--- config.mk ---
export PLATFORM = sky130hd
export DESIGN_NAME = spi_master_param
export DESIGN_NICKNAME = d
export VERILOG_FILES = /design/src/rtl/spi_master_param.sv
export SDC_FILE = /design/constraint.sdc
export NUM_CORES = 1
export LEC_CHECK = 0
export ABC_CLOCK_PERIOD_IN_PS = 3800
export BUFFER_PORTS_ARGS = -buffer_cell sky130_fd_sc_hd__buf_4
export CAP_MARGIN = 20
export CORE_ASPECT_RATIO = 1.5
export CORE_UTILIZATION = 60
export CTS_BUF_LIST = sky130_fd_sc_hd__clkbuf_4
export CTS_CLUSTER_SIZE = 25
export DETAILED_ROUTE_END_ITERATION = 8
export PLACE_DENSITY = 0.9
export SYNTH_ARGS = -nofsm -noshare
export SYNTH_HDL_FRONTEND = slang
export SYNTH_SLANG_ARGS = --single-unit
--- constraint.sdc ---
create_clock -name clk -period 3.8 [get_ports clk]
set_input_delay 0 -clock clk [delete_from_list [all_inputs] [get_ports clk]]
set_output_delay 0 -clock clk [all_outputs]
set_load 0.02 [all_outputs]
--- src/rtl/spi_master_param.sv ---
// Parameterised full-duplex SPI master: all four cpol/cpha modes, selectable bit
// order, runtime SCLK divider and NUM_CS active-low chip selects.
module spi_master_param #(
  parameter int DATA_W = 8,
  parameter int NUM_CS = 1,
  parameter int DIV_W  = 8,
  parameter int CS_W   = 1
) (
  input  logic              clk,
  input  logic              rst,
  input  logic              start,
  input  logic [CS_W-1:0]   cs_sel,
  input  logic              cpol,
  input  logic              cpha,
  input  logic              lsb_first,
  input  logic [DIV_W-1:0]  clk_div,
  input  logic [DATA_W-1:0] data_in,
  output logic [DATA_W-1:0] data_out,
  output logic              busy,
  output logic              done,
  output logic              sclk,
  output logic              mosi,
  input  logic              miso,
  output logic [NUM_CS-1:0] cs_n
);

  localparam int EW = $clog2(2 * DATA_W + 1);
  localparam logic [EW-1:0] LAST_EDGE = EW'(2 * DATA_W);

  typedef enum logic [1:0] {
    ST_IDLE  = 2'd0,
    ST_SETUP = 2'd1,
    ST_XFER  = 2'd2,
    ST_HOLD  = 2'd3
  } state_t;

  state_t            state_r;
  logic [DIV_W-1:0]  cnt_r;
  logic [DIV_W-1:0]  div_r;
  logic [EW-1:0]     edge_r;
  logic              cpol_r;
  logic              cpha_r;
  logic              lsb_r;
  logic [DATA_W-1:0] tx_r;
  logic [DATA_W-1:0] rx_r;

  logic tick_s;
  logic leading_s;
  logic sample_s;
  logic drive_s;

  function automatic logic first_bit(input logic [DATA_W-1:0] w, input logic lsb);
    return lsb ? w[0] : w[DATA_W-1];
  endfunction

  function automatic logic [DATA_W-1:0] shift_word(input logic [DATA_W-1:0] w, input logic lsb);
    return lsb ? {1'b0, w[DATA_W-1:1]} : {w[DATA_W-2:0], 1'b0};
  endfunction

  // Received bits enter at the end that leaves the first bit at the same significance as on transmit.
  function automatic logic [DATA_W-1:0] insert_bit(input logic [DATA_W-1:0] w, input logic b,
                                                   input logic lsb);
    return lsb ? {b, w[DATA_W-1:1]} : {w[DATA_W-2:0], b};
  endfunction

  function automatic logic [NUM_CS-1:0] cs_decode(input logic [CS_W-1:0] sel);
    logic [NUM_CS-1:0] r;
    r = {NUM_CS{1'b1}};
    for (int i = 0; i < NUM_CS; i++) begin
      if (sel == CS_W'(i)) r[i] = 1'b0;
    end
    return r;
  endfunction

  // Interval tick and classification of the SCLK edge the next tick would produce.
  always_comb begin
    tick_s    = (cnt_r == div_r);
    leading_s = ~edge_r[0];
    sample_s  = leading_s ^ cpha_r;
    if (cpha_r) begin
      drive_s = leading_s;
    end else begin
      drive_s = ~leading_s && (edge_r != (LAST_EDGE - EW'(1)));
    end
  end

  // Transfer sequencer with all SPI pins and handshake outputs registered.
  always_ff @(posedge clk or posedge rst) begin
    if (rst) begin
      state_r  <= ST_IDLE;
      cnt_r    <= {DIV_W{1'b0}};
      div_r    <= {DIV_W{1'b0}};
      edge_r   <= {EW{1'b0}};
      cpol_r   <= 1'b0;
      cpha_r   <= 1'b0;
      lsb_r    <= 1'b0;
      tx_r     <= {DATA_W{1'b0}};
      rx_r     <= {DATA_W{1'b0}};
      data_out <= {DATA_W{1'b0}};
      busy     <= 1'b0;
      done     <= 1'b0;
      sclk     <= 1'b0;
      mosi     <= 1'b0;
      cs_n     <= {NUM_CS{1'b1}};
    end else begin
      done <= 1'b0;
      case (state_r)
        ST_IDLE: begin
          sclk <= cpol;
          cs_n <= {NUM_CS{1'b1}};
          if (start) begin
            cpol_r  <= cpol;
            cpha_r  <= cpha;
            lsb_r   <= lsb_first;
            div_r   <= clk_div;
            cnt_r   <= {DIV_W{1'b0}};
            edge_r  <= {EW{1'b0}};
            rx_r    <= {DATA_W{1'b0}};
            busy    <= 1'b1;
            cs_n    <= cs_decode(cs_sel);
            state_r <= ST_SETUP;
            // In mode cpha=0 the first bit must already be on the wire before the leading edge.
            if (!cpha) begin
              mosi <= first_bit(data_in, lsb_first);
              tx_r <= shift_word(data_in, lsb_first);
            end else begin
              tx_r <= data_in;
            end
          end
        end
        ST_SETUP, ST_XFER: begin
          if (tick_s) begin
            cnt_r <= {DIV_W{1'b0}};
            if (edge_r == LAST_EDGE) begin
              state_r <= ST_HOLD;
            end else begin
              sclk    <= ~sclk;
              edge_r  <= edge_r + EW'(1);
              state_r <= ST_XFER;
              if (sample_s) rx_r <= insert_bit(rx_r, miso, lsb_r);
              if (drive_s) begin
                mosi <= first_bit(tx_r, lsb_r);
                tx_r <= shift_word(tx_r, lsb_r);
              end
            end
          end else begin
            cnt_r <= cnt_r + DIV_W'(1);
          end
        end
        ST_HOLD: begin
          sclk <= cpol_r;
          if (tick_s) begin
            cnt_r    <= {DIV_W{1'b0}};
            cs_n     <= {NUM_CS{1'b1}};
            busy     <= 1'b0;
            done     <= 1'b1;
            data_out <= rx_r;
            state_r  <= ST_IDLE;
          end else begin
            cnt_r <= cnt_r + DIV_W'(1);
          end
        end
        default: begin
          state_r <= ST_IDLE;
        end
      endcase
    end
  end

endmodule

**After elaboration in Yosys (flattened, before gate mapping)**

Cells that the tools add are included.

- Add/sub/neg operators: 2
- Multiply operators: 0
- Divide/modulo/power cells: 0
- Order comparisons: 0
- Equality and inequality tests: 13
- Shift operators: 0
- Multiplexer cells: 46
- Bitwise logic cells: 3
- Reductions and logical operators: 16

Operator list:

| cell | count |
|---|---|
| 8-bit 2-to-1 mux | 13 |
| 8-bit case mux with 2 select lines | 3 |
| 1-bit 2-to-1 mux | 18 |
| 5-bit 2-to-1 mux | 3 |
| 2-bit inequality test, second input constant | 7 |
| 5-bit case mux with 2 select lines | 1 |
| 5-bit AND reduction | 2 |
| 8-bit by 1-bit adder with 8-bit output, second input constant | 1 |
| 8-bit == test | 1 |
| 2-bit AND reduction | 4 |
| 2-bit 2-to-1 mux | 3 |
| 1-bit case mux with 2 select lines | 3 |
| 2-bit case mux with 3 select lines | 1 |
| 3-bit AND reduction | 2 |
| 6-bit AND reduction | 1 |
| 5-bit by 1-bit adder with 5-bit output, second input constant | 1 |
| 5-bit == test, second input constant | 1 |
| 5-bit by 4-bit inequality test with 1-bit output, second input constant | 1 |
| 2-bit == test, second input constant | 2 |
| 4-bit AND reduction | 1 |
| 2-bit nonzero test | 2 |
| 1-bit case mux with 3 select lines | 1 |
| 3-bit OR reduction | 1 |
| 2-bit by 1-bit == test with 1-bit output, second input constant | 1 |
| other kinds (5) | 6 |

- Register bits after elaboration: 55
- Latch bits: 0
- Bits in writable memories: 0
- Bits in read-only memories: 0
- Input port bits: 24
- Output and inout bits: 13
- Memories kept: 0

**Logic depth before layout (Yosys ltp)**

Gate-level depths: netlist of the first run.

- Depth after elaboration: 7
- Gate-level depth with buffers: 10
- Gate-level depth less buffers: 8

**Least setup slack after synthesis of the first run**

OpenSTA, ideal clock, no wires.

- Path type: register to register
- From: register state_r[0]
- To: register rx_r[0]
- Setup time: 0.081 ns
- Arrival time: 2.158 ns
- Required time: 3.719 ns
- Slack: 1.561 ns
- Cell stages (with the launch flop): 11
- Period minus slack after synthesis: 2.239 ns
- Path through: dfrtp_1 -> inv_1 -> ha_1 -> buf_6 -> inv_4 -> o21a_4 -> or2_1 -> buf_6 -> or4_4 -> buf_6 -> o22ai_2

- Word-level cells in the longest chain between the ends: 4

RTL lines:

| what | line | text |
|---|---|---|
| start: declaration | 37 | `state_t state_r;` |
| start signal: assignment | 90 | `state_r <= ST_IDLE;` |
| start signal: assignment | 121 | `state_r <= ST_SETUP;` |
| start signal: assignment | 135 | `state_r <= ST_HOLD;` |
| 2-bit by 1-bit == test with 1-bit output / 2-bit == test (equally long branches) | 107 | `case (state_r)` |
| 2-bit OR reduction | 107 |  |
| 2-bit inequality test (no line) / 2-bit nonzero test (equally long branches) | - |  |
| 5-bit AND reduction (no line) | - |  |
| end signal: assignment | 98 | `rx_r <= {DATA_W{1'b0}};` |
| end signal: assignment | 118 | `rx_r <= {DATA_W{1'b0}};` |
| end signal: assignment | 140 | `if (sample_s) rx_r <= insert_bit(rx_r, miso, lsb_r);` |
| end: declaration | 45 | `logic [DATA_W-1:0] rx_r;` |

Parallel ways exist; a longest one is shown, timed or not.
A chain may end at the register's enable or synchronous reset.

**Final worst setup path of the first run**

- From: register state_r[0]
- To: register tx_r[0]

- Word-level cells in the longest chain between the ends: 4

RTL lines:

| what | line | text |
|---|---|---|
| 2-bit by 1-bit == test with 1-bit output / 2-bit == test (equally long branches) | 107 |  |
| 2-bit OR reduction | 107 |  |
| 2-bit inequality test (no line) / 2-bit nonzero test (equally long branches) | - |  |
| 5-bit AND reduction (no line) | - |  |
| end signal: assignment | 97 | `tx_r <= {DATA_W{1'b0}};` |
| end signal: assignment | 125 | `tx_r <= shift_word(data_in, lsb_first);` |
| end signal: assignment | 127 | `tx_r <= data_in;` |
| end: declaration | 44 | `logic [DATA_W-1:0] tx_r;` |

Parallel ways exist; a longest one is shown, timed or not.

==> impl_metrics.ini, run 1 <==
[outcome]
status = complete, no violations

[floorplan]
io_pins = 37
initial_core_util = 0.6228
rows = 31
die_y_um = 88.54
fp.dieW_um = 59.69
die_area_um2 = 5285
core_um2 = 4810

[worst_setup_path]
r2r-start = state_r[0]$_DFFE_PP0P_
worstPathMaxFanout = 28
r2r-end = tx_r[0]$_DFFE_PP0P_
worstSetupStartpoint = state_r[0]$_DFFE_PP0P_
r2r_cells = 7
crit_end = tx_r[0]$_DFFE_PP0P_
critical_path_class = reg -> reg
r2r_slack_ns = 0.64
crit_arrival_ns = 3.45
worstPathRequired_ns = 4.09
crit_path_end_kind = flop
critPathLaunchType = flop

[cts]
cts_setup_buffers = 0
cts_buffer_depth = 2
clk_pin_slew_ns = 0.16
cts_sinks = 55
cts_tree = done
cts_buffers = 5
worstSkewPairLatency_ns = 0.40
h-tree-depth = 2
cts_root_buffer = clkbuf_4

[final_layout]
fill_cells = 382
antenna_cells = 0
multi_input_area_um2 = 1496
fin_nets = 352
seq_area_um2 = 1378
drive_gt1_frac = 0.2640
fin_area_um2 = 3483
area_growth_pct = 16.29

[yosys]
synth_cells = 278
synthesis.area_um2 = 2995
yosysTopAreaCell = dfrtp_1
syn_avg_cell_area_um2 = 10.77
synth-seq-cells = 55
netlist.area_leader.share = 0.4511
ys_seq_area_frac = 0.4599
yosysMostFrequentCell = dfrtp_1
synth_fp_nets = 309
ys_async_sr_fraction = 1.000
yosysUniqueCellTypes = 46
synth.top_cells.by_area = dfrtp_1 (45%), mux2_2 (11%), mux2i_1 (7.0%)
synth-main-ff-cell = dfrtp_1
synth_edf_count = 0
synth_warnings = 0
synth_top_cells_by_count = dfrtp_1 (54), mux2_2 (30), nand2_1 (23)

[run]
cap_viol_max_count = 0

[worst_hold_path]
hp-start = cpha
min_path_cells = 2
hold_path.class = in -> reg

[routing]
wl_met2_um = 3481
avgRoutedWirePerCell_um = 15.97
dr.first_iter.drc_count = 96
dr_wl_met3_um = 168
drt-met1-wl_um = 2384
wirelength_um = 6196
first_pass_iters = 4
drt-vias-per-instance = 5.825
drc_errors = 0
ant_nets = 0
routed.top_layer = met4
vias = 2260

[timing]
fin_crit_ns = 3.164
fin_worst_skew_ns = 0.02563
period_share = 0.8326
setup_viol = 0
finalWorstSetupSlack_ns = 0.6360
slew_viol_final = 0
holdWs_ns = 0.01264
hold_viol_final = 0
worst-slew-pin-transition_ns = 0.8900
rsz0062_at_grt = false
max_freq_mhz = 316.1
relSlewSlack = 0.4067
tns_ns = 0

[grt]
track_usage = 0.2613
grt_antenna_before_repair = 0
grt-ovfl-total = 0
grt_pass1_vias = 2363
grt_max_degree = 56
grt_pass1_wl_um = 10390

[place]
preCtsSetupSlack_ns = 0.7055
io_buffers = 36
dpl.hpwl_um = 4313
gp_congestion = 0.8857
place_area_um2 = 3274

[power]
intPower_mw = 1.535
power.density_nw_per_um2 = 761.2
combPwrFrac = 0.484
switching_power_mw = 1.117
clkPwrFrac = 0.108
finalPower_mw = 2.652
peakVddDrop_mv = 0.5063
power.share.sequential = 0.407
leakagePower_nw = 1.612
p_sw_frac = 0.4212
[worst max-delay path, cell delays in order (launching register included)]
cell and delay, ns:
dfrtp_1 0.41, inv_1 0.09, ha_1 0.88, nand2b_1 0.17, nor3_1 0.61, nor2_1 0.15, nand2b_1 0.35, mux2_2 0.40
[metrics by stage]
stage	cells	util
after floorplan	278	-
after global placement	366	0.6808
after detailed placement	366	0.6808
after CTS	388	0.7242
after global routing	388	0.7242
final	388	0.7242
[power groups by stage]
stage          sequential (mW)  clock, mW  combinational, mW
3_3_place_gp              1.07          0               1.20
3_5_place_dp              1.09          0               1.26
5_1_grt                   1.12      0.315               1.42
2_1_floorplan             1.01          0               1.08
4_1_cts                   1.08      0.292               1.29
6_report                  1.08      0.287               1.28
[cells by family (layout without fill, tap and decap cells)]
| kind of cell | count (synthesis) | count (layout) | share of synthesized area |
|---|---|---|---|
| compound gates | 50 | 50 | 0.1132 |
| mux | 51 | 51 | 0.1830 |
| fa+ha+maj | 7 | 7 | 0.02924 |
| simple gates | 76 | 76 | 0.1303 |
| flops | 55 | 55 | 0.4599 |
| buf+inv | 24 | 68 | 0.04052 |
| xor+xnor | 15 | 15 | 0.04386 |
[cells in the final DEF (no fill, tap or decap), drive strengths merged]
master,netlist,final
a21o,1,1
xnor2,3,3
nand2,23,23
a2bb2oi,1,1
o31ai,1,1
nor2b,2,2
dfstp,1,1
a211o,2,2
a31oi,2,2
a221o,2,2
nor2,20,20
nand4,3,3
clkinv,0,1
clkbuf,7,5
o22ai,9,9
a311o,1,1
nand2b,3,3
a21oi,12,12
o21ai,7,7
nand3,4,4
or4,2,2
nand3b,2,2
a211oi,8,8
and2,1,1
nor4,6,6
a22oi,1,1
xor2,12,12
buf,9,38
nor3,7,7
o21a,2,2
mux2i,21,21
dfrtp,54,54
o211ai,1,1
ha,7,7
inv,8,10
or2,1,1
and3,2,2
mux2,30,30
dlygate4sd3,0,14
[registers in the layout, indices dropped and copies added, names as in the netlist]
name / flops
busy: 1
cnt_r: 8
done: 1
lsb_r: 1
data_out: 8
cs_n: 1
div_r: 8
tx_r: 8
mosi: 1
rx_r: 8
sclk: 1
cpha_r: 1
state_r: 2
cpol_r: 1
edge_r: 5
[worst min path at each step]
| stage | end |
|---|---|
| 6_report | cpha_r$_DFFE_PP0P_ |
| 5_1_grt | cpha_r$_DFFE_PP0P_ |
| 4_1_cts | cpha_r$_DFFE_PP0P_ |
| 3_5_place_dp | div_r[4]$_DFFE_PP0P_ |
| 3_3_place_gp | div_r[4]$_DFFE_PP0P_ |
| 2_1_floorplan | cpol_r$_DFFE_PP0P_ |
[metal layers]
metal | vias up | GRT usage
met5 | - | 0
met4 | 0 | 0.1374
met3 | 16 | 0.03655
met2 | 50 | 0.4859
met1 | 1114 | 0.2763
li1 | 1080 | -
[layout make-up]
cell class                 count  share of cell area
timing repair buffer          52              0.1221
multi-input combinational    199              0.4296
sequential                    55              0.3955
clock inverter                 3            0.008980
tap                           66             0.02371
clock buffer                   5             0.01078
inverter                       8            0.009339
[repair_timing]
item | in CTS | in global routing
hold buffers | 14 | 0
gates resized for setup | 0 | 0
endpoints found under the hold margin | 70 | 0
(Power assumes the default switching activity.)
==> run 2, diff against run 1 <==
Settings changed: ABC_CLOCK_PERIOD_IN_PS 3800 to 3100.
Clock period 3.8 ns to 3.1 ns, I/O delays scaled along.
==> impl_metrics.ini, run 2 (synthesis gave the netlist of run 1 again) <==
[routing]
ant_nets = 0
dr.first_iter.drc_count = 114
avgRoutedWirePerCell_um = 16.45
wirelength_um = 6417
drt-vias-per-instance = 5.903
drc_errors = 0
first_pass_iters = 5
vias = 2302

[worst_setup_path]
crit_path_end_kind = flop
r2r_cells = 7
cp_cell_sequence = inv_1, ha_1, nand2b_1, nor3_1, nor2_1, nand2b_1, mux2_2
worstPathRequired_ns = 3.39
cp_common_cell = nand2b_1
r2r_slack_ns = 0.61
critical_path_class = reg -> reg
critPathMaxStageDelay_ns = 0.57
crit_arrival_ns = 2.78
cpMaxStageDelayCell = nor3_1
critPathLaunchType = flop
r2r-end = tx_r[5]$_DFFE_PP0P_
r2r-start = state_r[0]$_DFFE_PP0P_
worstPathMaxFanout = 8

[timing]
fin_worst_skew_ns = 0.02284
relSlewSlack = 0.4232
max_freq_mhz = 401.1
finalWorstSetupSlack_ns = 0.6071
slew_viol_final = 0
rsz0062_at_grt = false
hold_viol_final = 0
tns_ns = 0
fin_crit_ns = 2.493
period_share = 0.8042
setup_viol = 0
worst-slew-pin-transition_ns = 0.8652

[cts]
worstSkewPairLatency_ns = 0.40
cts_setup_buffers = 0
cts_tree = done
cts_buffer_depth = 2
cts_sinks = 55
cts_root_buffer = clkbuf_4
cts_buffers = 5
h-tree-depth = 2
clk_pin_slew_ns = 0.15

[place]
io_buffers = 36
gp_congestion = 0.8689
place_area_um2 = 3302
preCtsSetupSlack_ns = 0.6131
dpl.hpwl_um = 4555

[run]
cap_viol_max_count = 0

[power]
p_sw_frac = 0.4089
intPower_mw = 1.967
clkPwrFrac = 0.124
power.share.sequential = 0.397
combPwrFrac = 0.479
peakVddDrop_mv = 0.6539
power.density_nw_per_um2 = 943.3
switching_power_mw = 1.360
leakagePower_nw = 1.632

[floorplan]
initial_core_util = 0.6228
io_pins = 37
rows = 31
die_y_um = 88.54
fp.dieW_um = 59.69
core_um2 = 4810
die_area_um2 = 5285

[grt]
grt_pass1_wl_um = 10390
grt_pass1_vias = 2292
track_usage = 0.2644
grt_max_degree = 34
grt_antenna_before_repair = 0
grt-ovfl-total = 0

[final_layout]
area_growth_pct = 17.75
final_common_cell = dfrtp_1
fin_area_um2 = 3527
antenna_cells = 0
drive_gt1_frac = 0.2685
final_cell_mix = dfrtp_1 (54), buf_4 (39), mux2_2 (30)
fin_nets = 354

[outcome]
status = complete, no violations

[worst_hold_path]
min_to = cpha_r$_DFFE_PP0P_
min_path_cells = 2
hold_path.class = in -> reg
hp-start = cpha
run 2: cell count changes in the layout (fill, tap and decap cells not counted), sizes merged:
cell | previous run | this run
buf | 38 | 40
bufinv | 0 | 1
inv | 10 | 9
run 2: worst max-delay path: cells and delay by family (launching register included):
family	cells	cell delay, ns
flops	1	0.40
mux	1	0.38
buf+inv	1	0.09
simple gates	4	1.13
fa+ha+maj	1	0.40
run 2: what timing repair did:
action	4_1_cts	5_1_grt
setup endpoints to repair	0	0
endpoints found under the hold margin	37	0
hold buffers	14	0
resized for setup	0	0
run 2: through the flow:
step,power (mW),hold WS [ns],utilization,instances
floorplan,2.564,0.1505,-,278
global placement,2.835,0.2317,0.6824,367
detailed placement,2.914,0.06839,0.6865,368
CTS,3.331,0.006550,0.7334,390
global route,3.552,0.01072,0.7334,390
finish,3.327,0.008968,0.7334,390
run 2: how the worst max path moves through the flow:
stage                           startpoint                   to  depth (start not counted)
floorplan           state_r[0]$_DFFE_PP0P_  rx_r[0]$_DFFE_PP0P_                         10
global placement    state_r[0]$_DFFE_PP0P_  tx_r[6]$_DFFE_PP0P_                          7
detailed placement  state_r[0]$_DFFE_PP0P_  tx_r[1]$_DFFE_PP0P_                          7
CTS                 state_r[0]$_DFFE_PP0P_  tx_r[5]$_DFFE_PP0P_                          7
global route        state_r[1]$_DFFE_PP0P_  tx_r[5]$_DFFE_PP0P_                          7
finish              state_r[0]$_DFFE_PP0P_  tx_r[5]$_DFFE_PP0P_                          7
run 2: power groups by stage:
stage	combinational, mW	clock [mW]	sequential (mW)
after floorplan	1.32	0	1.24
after global placement	1.52	0	1.31
after detailed placement	1.58	0	1.34
after CTS	1.60	0.416	1.32
after global routing	1.76	0.434	1.36
final	1.59	0.412	1.32
run 2: layout make-up:
type | instances | area, µm²
Multi-Input combinational cell | 199 | 1496
Sequential cell | 55 | 1378
Fill cell | 318 | 1282
Timing Repair Buffer | 54 | 452.9
Tap cell | 66 | 82.58
Clock inverter | 3 | 47.55
Clock buffer | 5 | 37.54
Inverter | 8 | 32.53
run 2: per-layer routing:
metal	global-route usage	part of all wire	vias up
met3	0.04386	0.033	17
met5	0	0	-
met2	0.4909	0.55	56
met1	0.2814	0.39	1144
met4	0.1268	0.025	0
li1	-	-	1085
==> run 3, diff against run 2 <==
Settings changed: ABC_CLOCK_PERIOD_IN_PS 3100 to 2300.
Clock period 3.1 ns to 2.3 ns, I/O delays scaled along.
==> impl_metrics.ini, run 3 (synthesis gave the netlist of run 1 again) <==
[outcome]
status = complete, no violations

[final_layout]
final_common_cell = dfrtp_1
fill_cells = 335
final_cell_mix = dfrtp_1 (54), buf_4 (51), mux2_2 (30)
fin_nets = 364
area_growth_pct = 19.63
antenna_cells = 0
drive_gt1_frac = 0.3054

[timing]
hold_viol_final = 0
fin_crit_ns = 2.185
rsz0062_at_grt = false
setup_viol = 0
max_freq_mhz = 457.7
worst-slew-pin-transition_ns = 0.8633
holdWs_ns = 0.01773
period_share = 0.9500
finalWorstSetupSlack_ns = 0.1151
relSlewSlack = 0.4245
tns_ns = 0
fin_worst_skew_ns = 0.01662
slew_viol_final = 0

[power]
leakagePower_nw = 1.670
power.density_nw_per_um2 = 1253
peakVddDrop_mv = 0.7536

[routing]
ant_nets = 0
wirelength_um = 6225
drt-vias-per-instance = 5.730
avgRoutedWirePerCell_um = 15.56
first_pass_iters = 4
drc_errors = 0
dr.first_iter.drc_count = 62
vias = 2292

[cts]
cts_buffer_depth = 2
cts_sinks = 55
worstSkewPairLatency_ns = 0.38
cts_tree = done
h-tree-depth = 2
cts_buffers = 5
clk_pin_slew_ns = 0.16
cts_root_buffer = clkbuf_4

[worst_setup_path]
critPathLaunchType = flop
worstPathMaxFanout = 8
worstPathRequired_ns = 2.61
path_delay_family = simple AND/OR/NAND/NOR gates
path_buf_inv = 1
critical_path_class = reg -> reg
critPathMaxStageDelay_ns = 0.55
cpMaxStageDelayCell = or4_4
crit_path_end_kind = flop
crit_arrival_ns = 2.50
cp_cell_sequence = inv_1, ha_1, nand2_1, o21a_4, or2_4, or4_4, o22ai_1

[floorplan]
fp.dieW_um = 59.69
initial_core_util = 0.6228
io_pins = 37
core_um2 = 4810
rows = 31
die_area_um2 = 5285
die_y_um = 88.54

[grt]
grt_max_degree = 56
grt_pass1_vias = 2361
grt-ovfl-total = 0
track_usage = 0.2564
grt_antenna_before_repair = 0
grt_pass1_wl_um = 10200

[place]
gp_congestion = 0.9272
io_buffers = 36
preCtsSetupSlack_ns = 0.04199
dpl.hpwl_um = 4442

[worst_hold_path]
hold_path.class = in -> reg

[run]
cap_viol_max_count = 0
-- run 3: area by class of cell --
type	count	area, µm²	share of cell area
Tap cell	66	82.58	0.02304
Timing Repair Buffer	64	513.0	0.1432
Sequential cell	55	1378	0.3844
Clock inverter	2	13.76	0.003841
Clock buffer	6	45.04	0.01257
Inverter	8	32.53	0.009078
Multi-Input combinational cell	199	1519	0.4239
-- run 3: metrics by stage --
step / instance area, µm² / power [mW] / utilization / cells
after global placement: 3364 / 3.859 / 0.6995 / 378
after detailed placement: 3364 / 3.974 / 0.6995 / 378
final: 3583 / 4.491 / 0.7451 / 400
after CTS: 3553 / 4.413 / 0.7388 / 399
after floorplan: 2995 / 3.456 / - / 278
after global routing: 3583 / 4.794 / 0.7451 / 400
-- run 3: repair_timing --
action | in CTS | in global routing
endpoints found under the setup margin | 0 | 17
gates resized for setup | 0 | 5
endpoints found under the hold margin | 68 | 0
hold buffers | 13 | 0
buffers inserted | 0 | 1
-- run 3: worst paths after layout --
check / startpoint / endpoint / slack [ns] / cells past startpoint
setup / recovery: state_r[0]$_DFFE_PP0P_ / rx_r[2]$_DFFE_PP0P_ / 0.12 / 7
min in group asynchronous: rst / busy$_DFFE_PP0P_ / 0.35 / 4
setup reg to reg: state_r[0]$_DFFE_PP0P_ / rx_r[2]$_DFFE_PP0P_ / 0.12 / 7
max in group asynchronous: rst / edge_r[0]$_DFFE_PP0P_ / 1.49 / 4
hold reg to reg: mosi$_DFFE_PP0P_ / mosi$_DFFE_PP0P_ / 0.53 / 1
hold / removal: start / cnt_r[1]$_DFFE_PP0P_ / 0.02 / 4
-- run 3: power breakdown --
| part | switching [mW] | internal (mW) |
|---|---|---|
| clock network | 0.290 | 0.133 |
| registers | 0.407 | 1.36 |
| logic | 1.13 | 1.17 |
| total | 1.83 | 2.66 |
-- run 3: worst reg2reg max path: stages (launching register included) --
cell and delay [ns]:
dfrtp_1 0.43, inv_1 0.16, ha_1 0.27, nand2_1 0.12
o21a_4 0.16, or2_4 0.29, or4_4 0.55, o22ai_1 0.15
-- run 3: layer usage --
layer	vias up	GRT usage	part of all wire
met3	15	0.04386	0.027
met2	56	0.4778	0.56
met4	0	0.1226	0.023
met5	-	0	0
li1	1106	-	-
met1	1115	0.2706	0.39
